`src/rtl/pcis_wr_sync_pkg.sv`:
```
// Shared types and widths for the PCIS write-path conditioning stage.
package pcis_wr_sync_pkg;

  localparam int ID_W      = 6;
  localparam int ADDR_W    = 64;
  localparam int DATA_W    = 512;
  localparam int STRB_W    = DATA_W / 8;
  localparam int LEN_W     = 8;
  localparam int SIZE_W    = 3;
  localparam int OUTST_W   = 8;
  localparam int ERR_CNT_W = 16;

  // One write-address request as held in the AW register slice.
  typedef struct packed {
    logic [ADDR_W-1:0] addr;
    logic [ID_W-1:0]   id;
    logic [LEN_W-1:0]  len;
    logic [SIZE_W-1:0] size;
  } aw_req_t;

  // Increment that sticks at all-ones instead of wrapping.
  function automatic logic [ERR_CNT_W-1:0] sat_inc(input logic [ERR_CNT_W-1:0] v);
    return (&v) ? v : v + 1'b1;
  endfunction

endpackage

```
`src/rtl/pcis_len_fifo.sv`:
```
// Small synchronous FIFO holding burst lengths; head is read combinationally.
module pcis_len_fifo #(
  parameter int DEPTH = 4,
  parameter int WIDTH = 8
) (
  input  logic             clk,
  input  logic             pipe_rst_n,
  input  logic             push,
  input  logic [WIDTH-1:0] push_data,
  input  logic             pop,
  output logic [WIDTH-1:0] head,
  output logic             full,
  output logic             empty
);

  localparam int PTR_W = (DEPTH > 1) ? $clog2(DEPTH) : 1;

  // Pointers carry one extra wrap bit so full and empty are distinguishable.
  logic [PTR_W:0]   wr_ptr;
  logic [PTR_W:0]   rd_ptr;
  logic [WIDTH-1:0] mem [DEPTH];

  assign empty = (wr_ptr == rd_ptr);
  assign full  = (wr_ptr[PTR_W] != rd_ptr[PTR_W]) &&
                 (wr_ptr[PTR_W-1:0] == rd_ptr[PTR_W-1:0]);
  assign head  = mem[rd_ptr[PTR_W-1:0]];

  // Advance read and write pointers; push and pop may happen in the same cycle.
  always_ff @(posedge clk or negedge pipe_rst_n) begin
    // NOTE: sequential state uses non-blocking assignments so every flop samples pre-edge values.
    if (!pipe_rst_n) begin
      wr_ptr <= '0;
      rd_ptr <= '0;
    end else begin
      if (push) wr_ptr <= wr_ptr + 1'b1;
      if (pop)  rd_ptr <= rd_ptr + 1'b1;
    end
  end

  // Write the pushed length into storage.
  always_ff @(posedge clk) begin
    // NOTE: storage is deliberately not reset; the pointers alone define which entries are valid.
    if (push) mem[wr_ptr[PTR_W-1:0]] <= push_data;
  end

  a_no_overflow: assert property (@(posedge clk) disable iff (!pipe_rst_n)
    (push && full) |-> pop);

  a_no_underflow: assert property (@(posedge clk) disable iff (!pipe_rst_n)
    pop |-> !empty);

endmodule

```
`src/rtl/pcis_wr_sync_stage.sv`:
```
// Write-path conditioning between the shell PCIS slave port and the atomic-op filter:
// AW register slice, W gated until its AW is queued, wlast rebuilt from awlen,
// outstanding-burst cap, B pass-through and wlast mismatch reporting.
module pcis_wr_sync_stage
  import pcis_wr_sync_pkg::*;
#(
  parameter int LEN_FIFO_DEPTH = 4,
  parameter int MAX_OUTST      = 16
) (
  input  logic                 clk,
  input  logic                 pipe_rst_n,

  input  logic                 s_awvalid,
  output logic                 s_awready,
  input  logic [ADDR_W-1:0]    s_awaddr,
  input  logic [ID_W-1:0]      s_awid,
  input  logic [LEN_W-1:0]     s_awlen,
  input  logic [SIZE_W-1:0]    s_awsize,

  input  logic                 s_wvalid,
  output logic                 s_wready,
  input  logic [DATA_W-1:0]    s_wdata,
  input  logic [STRB_W-1:0]    s_wstrb,
  input  logic                 s_wlast,

  output logic                 s_bvalid,
  input  logic                 s_bready,
  output logic [1:0]           s_bresp,
  output logic [ID_W-1:0]      s_bid,

  output logic                 m_awvalid,
  input  logic                 m_awready,
  output logic [ADDR_W-1:0]    m_awaddr,
  output logic [ID_W-1:0]      m_awid,
  output logic [LEN_W-1:0]     m_awlen,
  output logic [SIZE_W-1:0]    m_awsize,

  output logic                 m_wvalid,
  input  logic                 m_wready,
  output logic [DATA_W-1:0]    m_wdata,
  output logic [STRB_W-1:0]    m_wstrb,
  output logic                 m_wlast,

  input  logic                 m_bvalid,
  output logic                 m_bready,
  input  logic [1:0]           m_bresp,
  input  logic [ID_W-1:0]      m_bid,

  input  logic                 err_clr,
  output logic                 err_wlast,
  output logic [ERR_CNT_W-1:0] err_cnt,
  output logic [OUTST_W-1:0]   outst_cnt
);

  aw_req_t              aw_q;
  logic                 aw_valid_q;
  logic [OUTST_W-1:0]   outst_q;
  logic [OUTST_W-1:0]   outst_next;
  logic [LEN_W-1:0]     beat_cnt;
  logic                 err_q;
  logic                 err_next;
  logic [ERR_CNT_W-1:0] err_cnt_q;
  logic [ERR_CNT_W-1:0] err_cnt_next;

  logic                 fifo_full;
  logic                 fifo_empty;
  logic [LEN_W-1:0]     head_len;

  logic                 aw_hs;
  logic                 w_hs;
  logic                 b_hs;
  logic                 b_dec;
  logic                 burst_active;
  logic                 last_beat;
  logic                 len_pop;
  logic                 wlast_mismatch;

  // ---------------------------------------------------------------------------
  // Handshakes and channel gating
  // ---------------------------------------------------------------------------
  // Ready is derived from full only (never full-with-pop) to keep it off the W timing path.
  assign s_awready = (!aw_valid_q || m_awready) && !fifo_full &&
                     (outst_q < OUTST_W'(MAX_OUTST));
  assign aw_hs     = s_awvalid && s_awready;

  // A burst is active as soon as its length sits in the FIFO.
  assign burst_active = !fifo_empty;
  assign m_wvalid     = s_wvalid && burst_active;
  assign s_wready     = m_wready && burst_active;
  assign m_wdata      = s_wdata;
  assign m_wstrb      = s_wstrb;
  assign w_hs         = s_wvalid && s_wready;

  // Burst boundary comes from awlen, never from the host's wlast.
  assign last_beat      = (beat_cnt == head_len);
  assign m_wlast        = last_beat;
  assign len_pop        = w_hs && last_beat;
  assign wlast_mismatch = w_hs && (s_wlast != last_beat);

  assign s_bvalid = m_bvalid;
  assign m_bready = s_bready;
  assign s_bresp  = m_bresp;
  assign s_bid    = m_bid;
  assign b_hs     = m_bvalid && s_bready;
  // A B with nothing outstanding is ignored for counting so the count cannot wrap.
  assign b_dec    = b_hs && (outst_q != '0);

  assign m_awaddr  = aw_q.addr;
  assign m_awid    = aw_q.id;
  assign m_awlen   = aw_q.len;
  assign m_awsize  = aw_q.size;
  assign m_awvalid = aw_valid_q;

  assign outst_cnt = outst_q;
  assign err_wlast = err_q;
  assign err_cnt   = err_cnt_q;

  // ---------------------------------------------------------------------------
  // Burst-length FIFO
  // ---------------------------------------------------------------------------
  pcis_len_fifo #(
    .DEPTH (LEN_FIFO_DEPTH),
    .WIDTH (LEN_W)
  ) u_len_fifo (
    .clk        (clk),
    .pipe_rst_n (pipe_rst_n),
    .push       (aw_hs),
    .push_data  (s_awlen),
    .pop        (len_pop),
    .head       (head_len),
    .full       (fifo_full),
    .empty      (fifo_empty)
  );

  // AW register slice: load on accept, drop valid once downstream takes it.
  always_ff @(posedge clk or negedge pipe_rst_n) begin
    if (!pipe_rst_n) begin
      aw_q       <= '0;
      aw_valid_q <= 1'b0;
    end else if (aw_hs) begin
      aw_q       <= '{addr: s_awaddr, id: s_awid, len: s_awlen, size: s_awsize};
      aw_valid_q <= 1'b1;
    end else if (m_awready) begin
      aw_valid_q <= 1'b0;
    end
  end

  // Beat position inside the burst at the FIFO head.
  always_ff @(posedge clk or negedge pipe_rst_n) begin
    if (!pipe_rst_n)   beat_cnt <= '0;
    else if (w_hs)     beat_cnt <= last_beat ? '0 : beat_cnt + 1'b1;
  end

  // Outstanding-burst count: accept adds one, B removes one, both together cancel.
  always_comb begin
    // NOTE: default assigned first so no path leaves the variable unassigned and infers a latch.
    outst_next = outst_q;
    unique case ({aw_hs, b_dec})
      2'b10:   outst_next = outst_q + 1'b1;
      2'b01:   outst_next = outst_q - 1'b1;
      default: outst_next = outst_q;
    endcase
  end

  // Error tracking: a mismatch in the same cycle as err_clr restarts the count at one.
  always_comb begin
    err_next     = err_q;
    err_cnt_next = err_cnt_q;
    if (wlast_mismatch) begin
      err_next     = 1'b1;
      err_cnt_next = err_clr ? ERR_CNT_W'(1) : sat_inc(err_cnt_q);
    end else if (err_clr) begin
      err_next     = 1'b0;
      err_cnt_next = '0;
    end
  end

  // Register the outstanding count and error state.
  always_ff @(posedge clk or negedge pipe_rst_n) begin
    if (!pipe_rst_n) begin
      outst_q   <= '0;
      err_q     <= 1'b0;
      err_cnt_q <= '0;
    end else begin
      outst_q   <= outst_next;
      err_q     <= err_next;
      err_cnt_q <= err_cnt_next;
    end
  end

  a_aw_stable: assert property (@(posedge clk) disable iff (!pipe_rst_n)
    (aw_valid_q && !m_awready) |=> (aw_valid_q && $stable(aw_q)));

  a_b_with_outstanding: assert property (@(posedge clk) disable iff (!pipe_rst_n)
    b_hs |-> (outst_q != '0));

endmodule

```
`config.mk`:
```
export PLATFORM = sky130hd
export DESIGN_NAME = pcis_wr_sync_stage
export DESIGN_NICKNAME = d
export VERILOG_FILES = /design/src/rtl/pcis_wr_sync_pkg.sv /design/src/rtl/pcis_len_fifo.sv /design/src/rtl/pcis_wr_sync_stage.sv
export SDC_FILE = /design/constraint.sdc
export NUM_CORES = 1
export LEC_CHECK = 0
export CORE_AREA = 2 2 535 537
export DETAILED_ROUTE_END_ITERATION = 10
export DIE_AREA = 0 0 537 539
export HOLD_SLACK_MARGIN = 0.06
export SYNTH_ARGS = -nofsm -noshare
export SYNTH_HDL_FRONTEND = slang
export SYNTH_SLANG_ARGS = --single-unit
```
`constraint.sdc`:
```
create_clock -name clk -period 9.15 [get_ports clk]
set_input_delay 1.83 -clock clk [delete_from_list [all_inputs] [get_ports clk]]
set_output_delay 1.83 -clock clk [all_outputs]
set_load 0.005 [all_outputs]
```
After elaboration in Yosys (flattened, before gate mapping)
Memories as Yosys holds them, arrays and structs flattened. Cells that the tools add are included.

Flip-flop bits (word level): 121. Memory bits (writable): 32. Logic and storage cells: 60. Memories: 1.

Memory list: u_len_fifo.mem (depth 4, bits a word 8, read ports 1, clocked after Yosys merged registers in 0, write ports 1, line pcis_len_fifo.sv:21) `logic [WIDTH-1:0] mem [DEPTH];`.

$add $sub $neg: 6. $lt $le $gt $ge: 1. Equal/unequal tests: 8. Multiplexer cells: 12. Reduce and logical (&&, ||, !) cells: 21.

Operators by type and width (count): 16-bit two-way mux (4); 16-bit by 1-bit adder with 16-bit output, second input constant (1); 8-bit by 1-bit adder with 8-bit output, second input constant (2); 8-bit one-hot mux with 2 select lines (1); 16-bit AND reduction (1); 1-bit logical AND (11); 8-bit == test (1); 8-bit by 5-bit less-than comparator with 1-bit output, second input constant (1); 8-bit two-way mux (1); 8-bit nonzero test (1); 8-bit by 1-bit subtractor with 8-bit output, second input constant (1); 3-bit by 1-bit adder with 3-bit output, second input constant (2); 1-bit two-way mux (6); 2-bit nonzero test (3); 3-bit == test (1); 1-bit logical NOT (3); 2-bit by 1-bit == test with 1-bit output, second input constant (1); 2-bit == test (1); 2-bit == test, second input constant (1); 1-bit inequality test (2); 2-bit inequality test, second input constant (1); 2-bit AND reduction (1); 1-bit logical OR (1).

Depth between registers and ports, before layout
Gate-level depths: netlist of run 1.

Depth in word-level cells: 8. Gate-level depth with buffers: 18. Mapped depth without buffers: 15.

Hierarchy
Synthesis of run 1 repeated with hierarchy kept, for this count alone.

Cells, all modules: 1225. Area, all modules: 11079.4 µm².

By module, submodules not included: pcis_wr_sync_stage (times used 1, cells an instance 1153, area an instance 9579.2 µm², seq. area each 2877.8 µm²); pcis_len_fifo (times used 1, cells an instance 72, area an instance 1500.2 µm², seq. area each 1111.1 µm²).

Worst setup path before layout of run 1
No wires, ideal clock.

Kind: input to register. Start point: input port m_awready. End point: register outst_q[7] (netlist: outst_cnt[7]). Arrival: 4546 ps. Slack: 4524 ps. Stages: 15. Path buffers: 2. Cells stage by stage: o21ai_0 a21oi_1 and2_1 clkbuf_1 inv_1 clkbuf_1 ha_1 ha_1 a21o_1 a21oi_1 nor2b_1 o21a_1 o41ai_1 mux2i_1 xnor2_1.

Longest elaborated chain between the ends: 6.

Ends and longest elaborated chain: start, declared (line pcis_wr_sync_stage.sv:32) `input logic m_awready,`; 1-bit logical OR (*) (line pcis_wr_sync_stage.sv:82) `assign s_awready = (!aw_valid_q || m_awready) && !fifo_full &&`; 1-bit logical AND (*) (2 in a row) (line pcis_wr_sync_stage.sv:82); net s_awready (line pcis_wr_sync_stage.sv:14) `output logic s_awready,`; 1-bit logical AND (*) (line pcis_wr_sync_stage.sv:84) `assign aw_hs = s_awvalid && s_awready;`; 2-bit by 1-bit == test with 1-bit output or 2-bit == test (tied branches) (line pcis_wr_sync_stage.sv:158) `unique case ({aw_hs, b_dec})`; 8-bit one-hot mux with 2 select lines or 2-bit nonzero test (tied branches); end signal, assigned (line pcis_wr_sync_stage.sv:185) `outst_q <= outst_next;`; end, declared (line pcis_wr_sync_stage.sv:57) `logic [OUTST_W-1:0] outst_q;`.

Mark *: on every way through the listed nets, which the timed path passes. The rest lies on a longest branch. A chain may end at the register's enable or synchronous reset.

Worst setup path in the final report of run 1
Start point: input port m_awready. End point: register outst_q[7] (netlist: outst_cnt[7]).

Longest elaborated chain between the ends: 6.

Ends and longest elaborated chain (line): 1-bit logical OR (*) (pcis_wr_sync_stage.sv:82); 1-bit logical AND (*) (2 in a row) (pcis_wr_sync_stage.sv:82); 1-bit logical AND (*) (pcis_wr_sync_stage.sv:84); 2-bit by 1-bit == test with 1-bit output or 2-bit == test (tied branches) (pcis_wr_sync_stage.sv:158); 8-bit one-hot mux with 2 select lines or 2-bit nonzero test (tied branches).

Every way passes the cells marked *; elsewhere a longest branch is shown, timed or not.

==> results of run 1 <==
==> worst max-delay path, delay by kind of cell <==
kind,cells,cell delay [ps]
compound gates,6,1500
simple gates,2,960
buf+inv,2,750
fa+ha+maj,2,710
mux,1,290
xor+xnor,1,140
==> area by class of cell <==
class	instances	area (um2)
antenna	25	62.6
clock buffer	17	425
clock inverter	15	204
fill	33574	270000
inverter	9	35.0
multi-input combinational	451	2450
sequential	153	3990
tap	3762	4710
timing repair buffer	209	2080
==> kinds of logic after synthesis <==
logic type | after synthesis | share of synthesized area, %
buffers and inverters | 622 | 41.4
xor gates and xnor gates | 29 | 2.31
adders and majority gates | 15 | 1.78
DFF | 153 | 36.3
muxes | 18 | 2.65
AOI/OAI and AO/OA | 42 | 2.46
and+or+nand+nor | 347 | 13.1
==> routing by layer <==
layer,share of wire [%],up-vias,GRT usage (%)
li1,-,2550,-
met1,10,2968,3.85
met2,40,1323,19.9
met3,46,315,30.5
met4,3.1,122,4.17
met5,0.65,-,1.63
==> cell usage in the layout, fill, tap and decap left out, types with 4 or more instances in the layout <==
cell type and count:
diode_2 25, and2_1 4, nand3_1 10, nor3_1 5, clkinv_8 4, clkdlybuf4s50_1 202
ha_1 14, o21ai_0 19, nand4_1 7, dfrtp_1 121, nand2_1 264, mux2_1 8
clkbuf_16 17, edfxtp_1 32, inv_8 5, xnor2_1 19, inv_12 4, mux4_2 8
buf_4 6, inv_1 8, nor2_1 23, nor2b_1 11, a21oi_1 10, nand2b_1 6
and3_1 11, xor2_1 10
==> stage by stage <==
step | cells | util (%) | worst slack (ps) | hold slack, ps
final | 4641 | 4.91 | 3390 | 481
after CTS | 4616 | 4.89 | 3320 | 487
after floorplan | 1226 | - | 4520 | 461
after global routing | 4630 | 4.90 | 3070 | 499
after detailed placement | 4584 | 4.67 | 2870 | 465
after global placement | 4584 | 4.67 | 3050 | 467
==> sequential cells by signal, indices dropped and copies added (netlist names) <==
register / cells
outst_cnt: 8
m_awvalid: 1
u_len_fifo.mem: 32
err_cnt: 16
m_awsize: 3
m_awaddr: 64
m_awlen: 8
beat_cnt: 8
m_awid: 6
u_len_fifo.rd_ptr: 3
u_len_fifo.wr_ptr: 3
err_wlast: 1
==> worst min-delay path by stage <==
| stage | startpoint | to | slack, ps | cells after the start |
|---|---|---|---|---|
| after floorplan | u_len_fifo.wr_ptr[2] | u_len_fifo.wr_ptr[2] | 460 | 1 |
| after global placement | m_awaddr[7] | m_awaddr[7] | 470 | 2 |
| after detailed placement | m_awaddr[35] | m_awaddr[35] | 460 | 2 |
| after CTS | m_awaddr[32] | m_awaddr[32] | 490 | 2 |
| after global routing | m_awaddr[22] | m_awaddr[22] | 500 | 2 |
| final | m_awaddr[20] | m_awaddr[20] | 480 | 2 |
==> power groups by stage <==
| stage | combinational, W | clock [W] | sequential [W] |
|---|---|---|---|
| after global placement | 0.00135 | 0 | 0.00109 |
| final | 0.00127 | 0.000772 | 0.00108 |
| after CTS | 0.00137 | 0.000799 | 0.00108 |
| after detailed placement | 0.00136 | 0 | 0.00110 |
| after floorplan | 0.000596 | 0 | 0.00106 |
| after global routing | 0.00137 | 0.000818 | 0.00111 |
==> flow_summary_export.csv, run 1 <==
group,metric,value,unit
outcome,status,"completed",
timing,post-route-min-period,5760,ps
clocking,cts_resized,0,
cells_and_area,drive_gt1_share,6.09,%
placed_design,gp_congestion,0.877,
synthesis,synthTopCellsByCount,"buf_4, nand2_1, dfrtp_1",
die,num_rows,196,
critical_path,crit_start,"m_awready",
timing,fin_crit_sh,63.0,%
critical_path,reg2reg_slack,4310,ps
critical_path,cp_slowest_cell,"and2_4",
synthesis,ys_seq_area_share,36.3,%
power,ir_drop,0.144,mV
synthesis,synth_warnings,0,
timing,slew_viol_final,0,
critical_path,critPathLaunchType,"input pin",
synthesis,syn_avg_cell_area,8.96,um2
critical_path,crit_required,9580,ps
placed_design,hpwl,203000,um
power,seq_power_share,34.6,%
timing,relSlewSlack,31.0,%
die,die_x,537,um
clocking,cts_hold_buf,0,
synthesis,synth_cells,1226,
clocking,cts_tree,"yes",
synthesis,yosysTopAreaCell,"buf_4",
timing,finalSetupViolCount,0,
power,powerDensity,224,nW/um2
job,max_cap_violations,0,
critical_path,crit_end,"outst_cnt[7]",
die,ios,1372,
synthesis,synthMostInstantiatedCell,"buf_4",
die,initial_core_util,3.87,%
grt,grt-ovfl-total,0,
clocking,cts.path.max_buffers,2,
clocking,cts-root-buf,"clkbuf_16",
synthesis,syn_nets,1916,
power,p_sw_share,42.0,%
placed_design,portBuffers,203,
critical_path,worstSetupPathType,"input pin to register",
critical_path,r2r-start,"outst_cnt[4]",
grt,grt_max_degree,86,
grt,grt_pass1_wl,227000,um
timing,finalHoldViolCount,0,
clocking,cts.clk_slew.worst_paths,90,ps
critical_path,timing.critical_path.to_type,"register",
synthesis,synth.top_cell.area_share,40.1,%
power,p_leak,4.28,nW
drt,ant_nets,0,
grt,track_usage,14.0,%
die,dieArea,289000,um2
worst_hold_path,hp-class,"register to register",
power,p_int,0.00182,W
grt,grt_pass1_vias,6936,
drt,vias,7278,
critical_path,r2r_cells,15,
grt,antenna_found_initial,87,
placed_design,place_area,13300,um2
clocking,cts_made_buffers,17,
die,die_h,539,um
critical_path,r2r_end,"outst_cnt[7]",
drt,wirelength,211000,um
clocking,post_cts_buffers,0,
timing,tightest_slew,1040,ps
timing,rsz0062_at_grt,"no",
cells_and_area,finalNetCount,1531,
drt,drc,0,
critical_path,crit_chain,"clkdlybuf4s50_1, o21ai_0, a21oi_1, and2_4, clkinv_2, ha_1, ha_1, a21o_1, a21oi_1, nor2b_1, o21a_1, o41ai_1, mux2i_1, xnor2_1",
drt,wl_per_cell,45.4,um
drt,drtIter0Drc,544,
synthesis,ys_ff_latch,153,
critical_path,cp_max_fo,85,
timing,skew,29.4,ps
critical_path,slowest_delay,870,ps
power,clkPwrFrac,24.7,%
power,combPwrFrac,40.7,%
clocking,cts_max_level,4,
power,switching_power,0.00131,W
power,p_total,0.00313,W
clocking,clock_sinks,153,
synthesis,synthTopCellsByArea,"buf_4, dfrtp_1, nand2_1",
cells_and_area,final_area,14000,um2
synthesis,yosysUniqueCellTypes,41,
synthesis,synth-edff-count,32,
critical_path,cp.arrival,6190,ps
synthesis,synth_flop_cell,"dfrtp_1",
cells_and_area,syn_to_final_growth,27.0,%
drt,first_pass_iters,7,
synthesis,synth.cell_area,11000,um2
drt,via_per_inst,1.57,
timing,setup_tns,0,ps
die,core-area,284000,um2
clocking,clock_latency,500,ps
timing,clock.fmax,0.174,GHz
synthesis,synthArstFlopShare,79.1,%
(Power assumes the default switching activity.)
==> run 2: changes to the inputs <==
CORE_AREA = 2 2 538 540   (was 2 2 535 537)
DIE_AREA = 0 0 540 542   (was 0 0 537 539)
clock period = 5 ns   (was 9.15 ns; I/O delays follow)
==> run 2 against run 1 <==
Against the previous run:
- clock power up 85%
- worst setup slack worse by 2600 ps
- total power up 83%
- routed wire length up 3.3%
- highest routed layer unchanged
- clock-buffer cell count up 1
- die area up 1.1%
- first-iteration DRC count up 21%
- core utilization down 0.055 points
- via count up 1.5%
- hold slack worse by 2.7 ps
- final cell count up 0.26%
- largest power group unchanged
==> flow_summary_export.csv, run 2 (synthesized netlist as in run 1, its figures left out) <==
group,metric,value,unit
grt,track_usage,14.4,%
drt,via_per_inst,1.59,
critical_path,r2r-start,"u_len_fifo.rd_ptr[0]",
timing,hold_ws,479,ps
cells_and_area,final_cell_mix,"nand2_1, clkdlybuf4s50_1, dfrtp_1",
timing,setup_tns,0,ps
critical_path,r2r_end,"outst_cnt[7]",
cells_and_area,stdcell_count,4653,
critical_path,worstSetupPathType,"input pin to register",
power,p_total,0.00572,W
placed_design,gp_congestion,0.838,
clocking,cts_resized,0,
drt,wirelength,217000,um
cells_and_area,post-route-util,4.86,%
drt,ant_nets,0,
critical_path,r2r_cells,14,
cells_and_area,largest_register_ff_count,64,
critical_path,crit_end,"outst_cnt[7]",
critical_path,crit_buf_inv,2,
critical_path,critPathLaunchType,"input pin",
grt,grt_pass1_wl,235000,um
clocking,clock_sinks,153,
die,die_x,540,um
outcome,status,"completed",
grt,grt-ovfl-total,0,
grt,grt_pass1_vias,6956,
die,dieArea,293000,um2
placed_design,hpwl,209000,um
cells_and_area,finalNetCount,1530,
die,num_rows,197,
power,p_leak,4.27,nW
timing,relSlewSlack,32.6,%
critical_path,crit_start,"m_awready",
clocking,cts.clk_slew.worst_paths,70,ps
drt,wl_per_cell,46.7,um
cells_and_area,final_common_cell,"nand2_1",
drt,drc,0,
die,ios,1372,
die,initial_core_util,3.83,%
clocking,cts_max_level,4,
timing,clock.fmax,0.237,GHz
critical_path,slowest_delay,570,ps
critical_path,worst-path-stages,14,
critical_path,crit_family,"compound AO/OA/AOI/OAI gates",
timing,post-route-min-period,4210,ps
cells_and_area,drive_gt1_share,6.21,%
drt,first_pass_iters,5,
critical_path,timing.critical_path.to_type,"register",
power,ir_drop,0.259,mV
die,core-area,287000,um2
worst_hold_path,hp-class,"register to register",
drt,vias,7386,
grt,antenna_found_initial,89,
die,die_h,542,um
timing,rsz0062_at_grt,"no",
critical_path,cp_max_fo,8,
drt,drtIter0Drc,658,
timing,tightest_slew,1010,ps
clocking,cts_made_buffers,17,
clocking,clock_latency,490,ps
clocking,cts_hold_buf,0,
placed_design,portBuffers,203,
critical_path,reg2reg_slack,900,ps
placed_design,dp_cells,4602,
cells_and_area,syn_to_final_growth,26.9,%
timing,fin_crit_sh,84.2,%
timing,finalHoldViolCount,0,
grt,grt_max_degree,85,
clocking,post_cts_buffers,0,
timing,finalSetupViolCount,0,
critical_path,crit_required,5410,ps
timing,skew,26.7,ps
clocking,cts_tree,"yes",
timing,slew_viol_final,0,
clocking,cts.path.max_buffers,2,
clocking,cts-root-buf,"clkbuf_16",
critical_path,cp.arrival,4620,ps
power,powerDensity,411,nW/um2
job,max_cap_violations,0,
critical_path,cp_slowest_cell,"clkdlybuf4s50_1",
critical_path,crit_chain,"clkdlybuf4s50_1, o21ai_0, a21oi_1, and2_4, clkinv_2, ha_1, ha_1, a21o_1, a21oi_1, nor2b_1, o21a_1, o41ai_1, mux2i_1, xnor2_1",
-- run 2: cell type report --
type                       count  area (um2)
timing repair buffer         208        2070
fill                       33979      273000
inverter                       9        35.0
multi-input combinational    451        2450
sequential                   153        3990
tap                         3781        4730
antenna                       19        47.5
clock buffer                  18         439
clock inverter                14         179
-- run 2: power breakdown --
| group | leakage [nW] | switching [W] | internal [W] |
|---|---|---|---|
| Sequential | 1.83 | 0.000270 | 0.00167 |
| Combinational | 2.14 | 0.00140 | 0.000964 |
| Clock | 0.300 | 0.000695 | 0.000732 |
| Total | 4.27 | 0.00236 | 0.00336 |
-- run 2: worst min-delay path by stage --
stage	from	to	slack [ps]	cells past startpoint
2_1_floorplan	u_len_fifo.wr_ptr[2]	u_len_fifo.wr_ptr[2]	460	1
3_3_place_gp	m_awaddr[26]	m_awaddr[26]	460	2
3_5_place_dp	m_awaddr[18]	m_awaddr[18]	470	2
4_1_cts	m_awaddr[17]	m_awaddr[17]	490	2
5_1_grt	m_awaddr[29]	m_awaddr[29]	510	2
6_report	m_awaddr[14]	m_awaddr[14]	480	2
-- run 2: through the flow --
step	instance area [um2]	setup WS, ps
finish	13900	788
global route	13900	586
CTS	13900	777
detailed placement	13300	265
global placement	13300	455
floorplan	11000	1200
-- run 2: routing by layer --
layer	routed length, um	up-vias	track usage [%]
li1	-	2549	-
met1	21400	2987	3.86
met2	89600	1379	20.8
met3	99500	339	31.3
met4	5820	132	3.75
met5	1020	-	0.526
-- run 2: worst reg2reg max path, delay by kind of cell (launching register included) --
family | cells | cell delay, ps
buf+inv | 1 | 60
simple gates | 3 | 390
fa+ha+maj | 2 | 650
mux | 1 | 270
xor+xnor | 2 | 380
compound gates | 5 | 1490
flops | 1 | 780
==> run 3: changes to the inputs <==
clock period = 4.05 ns   (was 5 ns; I/O delays follow)
==> run 3 against run 2 <==
Against the previous run:
- global-route usage about the same
- worst setup slack worse by 470 ps
- critical path depth decreased by 8
- sequential share of layout area decreased by 0.10 points
- clock power rose by 21%
- register-to-register slack worse by 480 ps
- critical path type is now register to primary output
- largest cell class unchanged
==> flow_summary_export.csv, run 3 (synthesized netlist as in run 1, its figures left out) <==
group,metric,value,unit
outcome,status,"completed",
critical_path,cp.arrival,2920,ps
grt,grtUsageMet1,3.66,%
critical_path,crit_chain,"buf_4, mux4_2, xnor2_1, nand4_1, nor2_1, buf_4",
critical_path,cp_common_cell,"buf_4",
critical_path,crit_buf_inv,2,
cells_and_area,multi_input_area,2450,um2
cells_and_area,final_common_cell,"nand2_1",
critical_path,crit_family,"simple AND/OR/NAND/NOR gates",
drt,via_per_inst,1.58,
timing,tightest_slew,1010,ps
clocking,post_cts_buffers,0,
drt,drtIter0Drc,544,
timing,hold_ws,278,ps
power,p_leak,4.31,nW
clocking,clock_latency,490,ps
timing,post-route-min-period,3730,ps
critical_path,worstSetupPathType,"register to primary output",
die,core-area,287000,um2
die,ios,1372,
power,powerDensity,505,nW/um2
cells_and_area,final_cell_mix,"nand2_1, clkdlybuf4s50_1, dfrtp_1",
timing,fin_crit_sh,92.1,%
grt,track_usage,14.4,%
cells_and_area,num-fill-cells,33951,
critical_path,cp_max_fo,8,
critical_path,slowest_delay,540,ps
job,max_cap_violations,0,
grt,grt_pass1_wl,235000,um
cells_and_area,final_area,14000,um2
placed_design,hpwl,209000,um
clocking,cts_max_level,4,
clocking,cts_tree,"yes",
cells_and_area,drive_gt1_share,6.98,%
timing,skew,18.3,ps
critical_path,cp_slowest_cell,"mux4_2",
timing,finalSetupViolCount,0,
worst_hold_path,hp-class,"input pin to asynchronous set/reset pin",
timing,relSlewSlack,32.9,%
placed_design,place_area,13300,um2
clocking,cts_made_buffers,17,
drt,vias,7349,
drt,first_pass_iters,4,
critical_path,timing.critical_path.to_type,"primary output",
placed_design,gp_congestion,0.838,
die,initial_core_util,3.83,%
clocking,cts_resized,0,
cells_and_area,regArea,3990,um2
timing,rsz0062_at_grt,"no",
timing,finalHoldViolCount,0,
drt,ant_nets,0,
grt,grt_max_degree,85,
drt,wl_per_cell,46.6,um
power,ir_drop,0.308,mV
cells_and_area,largest_register_ff_count,64,
die,num_rows,197,
drt,drc,0,
timing,setup_tns,0,ps
cells_and_area,syn_to_final_growth,27.3,%
critical_path,critPathLaunchType,"register",
grt,met3_usage,31.6,%
die,die_h,542,um
clocking,cts.path.max_buffers,2,
timing,slew_viol_final,0,
clocking,cts.clk_slew.worst_paths,70,ps
clocking,cts_hold_buf,0,
timing,clock.fmax,0.268,GHz
drt,wirelength,217000,um
cells_and_area,finalNetCount,1537,
die,dieArea,293000,um2
critical_path,crit_required,3240,ps
grt,grt-ovfl-total,0,
grt,grt_pass1_vias,6953,
grt,grt.busiest_layer,"met3",
placed_design,portBuffers,203,
clocking,cts-root-buf,"clkbuf_16",
die,die_x,540,um
clocking,clock_sinks,153,
grt,antenna_found_initial,86,
grt,gr-usage-met2,20.7,%
run 3: report_power, final:
part	switching [W]	leakage (nW)	internal, W
clock network	0.000884	0.299	0.000842
logic	0.00173	2.18	0.00121
registers	0.000335	1.83	0.00206
run 3: layout make-up:
cell class | count | area share (%)
Antenna cell | 19 | 0.340
Clock buffer | 17 | 3.04
Clock inverter | 15 | 1.35
Inverter | 9 | 0.250
Multi-Input combinational cell | 451 | 17.5
Sequential cell | 153 | 28.5
Tap cell | 3781 | 33.8
Timing Repair Buffer | 215 | 15.1
run 3: per-stage QoR:
| stage | worst slack (ps) | power [W] | util, % | cells |
|---|---|---|---|---|
| floorplan | 444 | 0.00374 | - | 1226 |
| global placement | 103 | 0.00556 | 4.64 | 4609 |
| detailed placement | 36.9 | 0.00561 | 4.64 | 4609 |
| CTS | 220 | 0.00739 | 4.86 | 4641 |
| global route | 107 | 0.00752 | 4.87 | 4653 |
| finish | 319 | 0.00707 | 4.88 | 4660 |
run 3: path summary, 6_finish.rpt:
path | startpoint | to | slack, ps | cells past startpoint
max reg2reg | outst_cnt[4] | outst_cnt[7] | 420 | 16
min reg2reg | m_awaddr[18] | m_awaddr[18] | 480 | 2
min | pipe_rst_n | outst_cnt[0] | 280 | 1
min in group clk | m_awaddr[18] | m_awaddr[18] | 480 | 2
max in group asynchronous | pipe_rst_n | err_cnt[8] | 2690 | 2
max | u_len_fifo.rd_ptr[0] | m_wlast | 320 | 6
run 3: routing by layer:
| metal | up-vias | share of wire, % |
|---|---|---|
| met1 | 2971 | 9.3 |
| li1 | 2553 | - |
| met3 | 338 | 46 |
| met2 | 1361 | 41 |
| met5 | - | 0.42 |
| met4 | 126 | 3.1 |
run 3: worst register-to-register path: cells and delay by family (launching register included):
family,cells,cell delay (ps)
fa+ha+maj,2,500
xor+xnor,1,140
mux,1,280
simple gates,3,540
flops,1,420
buf+inv,4,610
compound gates,5,1080
